File: src/rtl/scroll_pkg.sv
`default_nettype none
// ============================================================================
// Module   : scroll_pkg
// Brief    : Shared types and constants for the scrolling-display fetch path.
// Revision : 1.0
// ============================================================================
package scroll_pkg;

  typedef enum logic [1:0] {
    IDLE = 2'd0,
    REQ  = 2'd1,
    CAP  = 2'd2
  } scroll_state_t;

  localparam int DIGIT_W = 4;

endpackage
`default_nettype wire

File: src/rtl/tick_gen.sv
`default_nettype none
// ============================================================================
// Module   : tick_gen
// Brief    : Scroll-rate prescaler; one-cycle tick every TICK_DIV enabled cycles.
// Revision : 1.0
// ============================================================================
module tick_gen #(
  parameter int TICK_DIV = 4
) (
  input  logic clk,
  input  logic reset,
  input  logic en,
  input  logic clr,
  output logic tick
);

  localparam int             CNT_W   = $clog2(TICK_DIV);
  localparam logic [CNT_W-1:0] CNT_MAX = CNT_W'(TICK_DIV - 1);

  // The fetch FSM needs three cycles per step, so faster ticks would be lost.
  generate
    if (TICK_DIV < 3) begin : g_div_check
      $error("tick_gen: TICK_DIV must be >= 3");
    end
  endgenerate

  logic [CNT_W-1:0] cnt_q, cnt_d;

  always_comb begin
    cnt_d = cnt_q;
    tick  = 1'b0;
    if (clr) begin
      cnt_d = '0;
    end else if (en) begin
      if (cnt_q == CNT_MAX) begin
        cnt_d = '0;
        tick  = 1'b1;
      end else begin
        cnt_d = cnt_q + CNT_W'(1);
      end
    end
  end

  always_ff @(posedge clk or negedge reset) begin
    if (!reset) begin
      cnt_q <= '0;
    end else begin
      cnt_q <= cnt_d;
    end
  end

endmodule
`default_nettype wire

File: src/rtl/scroll_fetch_ctrl.sv
`default_nettype none
// ============================================================================
// Module   : scroll_fetch_ctrl
// Brief    : Fetches message nibbles from BRAM port B and scrolls them into
//            an N-digit display window at the prescaled rate.
// Revision : 1.0
// ============================================================================
module scroll_fetch_ctrl
  import scroll_pkg::*;
#(
  parameter int ADDR_W   = 6,
  parameter int DATA_W   = DIGIT_W,
  parameter int DIGITS   = 8,
  parameter int TICK_DIV = 4
) (
  input  logic                       clk,
  input  logic                       reset,
  input  logic                       run,
  input  logic                       clear,
  input  logic [ADDR_W-1:0]          msg_last,
  output logic                       rd_en,
  output logic [ADDR_W-1:0]          rd_addr,
  input  logic [DATA_W-1:0]          rd_data,
  output logic [DIGITS*DATA_W-1:0]   disp,
  output logic                       step,
  output logic                       wrap
);

  localparam int DISP_W = DIGITS * DATA_W;

  scroll_state_t     state_q, state_d;
  logic [ADDR_W-1:0] addr_q, addr_d;
  logic [ADDR_W-1:0] rd_addr_q, rd_addr_d;
  logic [DISP_W-1:0] disp_q, disp_d;
  logic              tick;

  tick_gen #(
    .TICK_DIV (TICK_DIV)
  ) u_tick_gen (
    .clk   (clk),
    .reset (reset),
    .en    (run),
    .clr   (clear),
    .tick  (tick)
  );

  // step/wrap are asserted during CAP; disp takes the new digit on the edge
  // that closes that cycle. clear overrides everything, including the capture.
  always_comb begin
    state_d   = state_q;
    addr_d    = addr_q;
    rd_addr_d = rd_addr_q;
    disp_d    = disp_q;
    rd_en     = 1'b0;
    step      = 1'b0;
    wrap      = 1'b0;
    if (clear) begin
      state_d   = IDLE;
      addr_d    = '0;
      rd_addr_d = '0;
      disp_d    = '0;
    end else begin
      case (state_q)
        IDLE: begin
          if (tick) begin
            state_d   = REQ;
            rd_addr_d = addr_q;
          end
        end
        REQ: begin
          rd_en   = 1'b1;
          state_d = CAP;
        end
        CAP: begin
          disp_d = {disp_q[DISP_W-DATA_W-1:0], rd_data};
          step   = 1'b1;
          if (addr_q >= msg_last) begin
            addr_d = '0;
            wrap   = 1'b1;
          end else begin
            addr_d = addr_q + ADDR_W'(1);
          end
          state_d = IDLE;
        end
        default: state_d = IDLE;
      endcase
    end
  end

  always_ff @(posedge clk or negedge reset) begin
    if (!reset) begin
      state_q   <= IDLE;
      addr_q    <= '0;
      rd_addr_q <= '0;
      disp_q    <= '0;
    end else begin
      state_q   <= state_d;
      addr_q    <= addr_d;
      rd_addr_q <= rd_addr_d;
      disp_q    <= disp_d;
    end
  end

  assign rd_addr = rd_addr_q;
  assign disp    = disp_q;

endmodule
`default_nettype wire
File: config.mk
export PLATFORM = sky130hd
export DESIGN_NAME = scroll_fetch_ctrl
export DESIGN_NICKNAME = d
export VERILOG_FILES = /design/src/rtl/scroll_pkg.sv /design/src/rtl/tick_gen.sv /design/src/rtl/scroll_fetch_ctrl.sv
export SDC_FILE = /design/constraint.sdc
export NUM_CORES = 1
export LEC_CHECK = 0
export CORE_MARGIN = 2
export CORE_UTILIZATION = 47
export DETAILED_ROUTE_END_ITERATION = 8
export PLACE_DENSITY = 0.78
export SYNTH_ARGS = -nofsm -noshare
export SYNTH_HDL_FRONTEND = slang
export SYNTH_SLANG_ARGS = --single-unit
export TNS_END_PERCENT = 30
File: constraint.sdc
create_clock -name clk -period 2.7 [get_ports clk]
set_clock_uncertainty 0.2 [all_clocks]
set_input_delay 0.675 -clock clk [delete_from_list [all_inputs] [get_ports clk]]
set_output_delay 0.675 -clock clk [all_outputs]
set_load 0.02 [all_outputs]
==> reports/results.ini <==
[status]
outcome=finished clean

[placement]
port_buffers=54
gp_congestion=0.872
dp_hpwl_mm=3.21

[floorplanning]
fp.dieArea_um2=4800
rows=23
ios=55
die_w_um=69.3
fp.dieH_um=69.3
start_util=0.493
core-area_um2=4060

[critical_path]
critPathLaunch=msg_last[5]
crit_required_ps=1820
slowest_stage=ha_4
crit_chain=dlygate4sd2_1 -> inv_2 -> ha_4 -> nand4_1 -> o221ai_1 -> and2_1 -> buf_6
crit_type=in2out
worst-path-max-fanout=3
r2r_start=addr_q[4]
r2r_setup_slack_ps=250
r2r_cells=10
max_stage_delay_ps=270
crit_arrival_ps=1820
end_kind=output pin
worst-path-buf-inv=3
path_depth=7
r2r_end=addr_q[4]
startpoint_type=input port
critPathTopFamily=buffers and inverters

[sta]
grt_setup_unrepaired=true
hold_slack_ps=144
setup_viol=0
worst_pin_slew_ps=318
max_freq_ghz=0.371
min_period_over_period=0.998
period_needed_ps=2700
hold_viol=0
slew_headroom=0.788
final_max_slew_viol_count=0

[clock_network]
clockBufferDepth=2
path_clk_slew_ps=80
cts.sinks=48
cts_root_buf=clkbuf_8
clk_latency_ps=300
cts_tree=yes
htree_levels=2
cts_inserted_buffers=5

[synthesis]
yosysTopAreaCell=dfrtp_1
synth_nets=180
synthCells=158
netlist_top_cells_area=dfrtp_1 60%, a22o_1 14%, ha_1 5.0%, mux2i_1 4.0%, nor2_1 1.9%
synth_seq_area_share=0.600
yosys_warnings=0
synth_seq_cells=48
yosysTopAreaCellShare=0.600
synth.cell_area_um2=2000
synth_cell_types=29
synth.avg_cell_area_um2=12.7

[drt]
drtIter0Drc=110
ant_nets=0
wire_per_inst_um=16.6
drt_pass1_iterations=4
viasPerCell=5.63
routed_wl_mm=4.64
via_count=1576
drc_errors=0

[global_routing]
antenna_found_initial=0
grt_overflow_total=0
gr-usage-all-layers=0.207
grt_max_degree=49
grt_pass1_vias=1607
grt_pass1_wl_mm=8.01

[layout]
final_common_cell=dfrtp_1
drive_gt1_frac=0.204
syn2layout_area_growth_pct=44.4
antennaDiodeCount=0
final_cell_mix=48 x dfrtp_1, 43 x clkdlybuf4s50_1, 32 x a22o_1
fillers=299
fin_nets=252
utilization=0.713

[power_and_ir_drop]
powerDensity_nw_per_um2=429
power_leakage_uw=0.00135
vdd.ir_drop.worst_v=0.000363

[flow_run]
max_cap_violations=0

[min_path]
hold_path.class=in2async

==> worst max-delay path by stage <==
stage          endpoint  slack, ps
3_5_place_dp       wrap       -730
3_3_place_gp       wrap       -670
5_1_grt            wrap        -20
6_report           wrap          4
2_1_floorplan      wrap        150
4_1_cts           rd_en        -30
==> cells in the mapped netlist <==
library cell,n
inv_1,8
o221ai_1,1
and2_1,1
o21bai_1,2
o211a_1,1
xor2_1,1
dfrtp_1,48
and3_1,1
nor3_1,3
nand2b_1,1
a21oi_1,4
mux2i_1,8
nor2b_1,1
nand4_1,1
nand2_1,5
a211o_1,1
nor3b_1,1
nand3_1,2
clkbuf_1,5
a21o_1,2
nor3b_2,1
o21ai_1,3
nor4bb_1,1
ha_1,8
buf_2,4
nor3b_4,1
o21ai_2,1
nor2_1,10
a22o_1,32
==> report_power, final <==
group / total [uW] / internal [uW] / switching [uW]
Sequential: 724 / 721 / 2.63
Combinational: 84.2 / 38.4 / 45.8
Clock: 433 / 204 / 229
Total: 1240 / 964 / 277
==> worst register-to-register path, delay by kind of cell, from the launching register on <==
family	cells	cell delay [ps]
buf+inv	5	640
compound gates	2	540
simple gates	2	240
fa+ha+maj	1	280
flops	1	430
==> per-layer routing <==
layer / wire, um / part of all wire / vias up / track usage
met1: 2000 / 0.43 / 798 / 0.274
met4: 59 / 0.013 / 0 / 0.0566
li1: - / - / 714 / -
met2: 2290 / 0.49 / 58 / 0.330
met5: 0 / 0 / - / 0
met3: 294 / 0.063 / 6 / 0.0654
==> registers in the layout, indices dropped and copies added (netlist names) <==
| register | flops |
|---|---|
| state_q | 2 |
| rd_addr | 6 |
| disp | 32 |
| addr_q | 6 |
| u_tick_gen.cnt_q | 2 |
==> area by class of cell <==
| type | count | area (um2) | area share |
|---|---|---|---|
| multi-input cells | 93 | 812 | 0.281 |
| flip-flops and latches | 48 | 1200 | 0.415 |
| repair buffers | 74 | 694 | 0.240 |
| clock inverters | 1 | 8.76 | 0.00303 |
| well taps | 50 | 62.6 | 0.0216 |
| inverters | 8 | 30.0 | 0.0104 |
| clock buffers | 6 | 82.6 | 0.0286 |
==> logic make-up (layout without fill, tap and decap cells) <==
logic type / count (synthesis) / in the layout / share of synthesized area
adders and majority gates: 8 / 8 / 0.0500
buffers and inverters: 17 / 89 / 0.0344
xor gates and xnor gates: 1 / 1 / 0.00438
muxes: 8 / 8 / 0.0400
and+or+nand+nor: 29 / 29 / 0.0806
AOI/OAI and AO/OA: 47 / 47 / 0.191
DFF: 48 / 48 / 0.600
==> repair_timing <==
action	in CTS	in global routing
setup buffers	5	0
hold endpoints to repair	0	0
hold buffers	0	0
endpoints found under the setup margin	3	3
pin swaps	10	2
resized for setup	31	5
==> through the flow <==
step           TNS, ps  power [uW]  setup WS (ps)  cell area (um2)  instances
5_1_grt          -18.5        1300          -18.5             2890        280
3_3_place_gp     -1350         808           -674             2690        268
3_5_place_dp     -1450         815           -726             2690        268
2_1_floorplan        0         765            147             2000        158
6_report             0        1240           4.43             2890        280
4_1_cts          -31.6        1250          -31.6             2880        280
(Power assumes the default switching activity.)
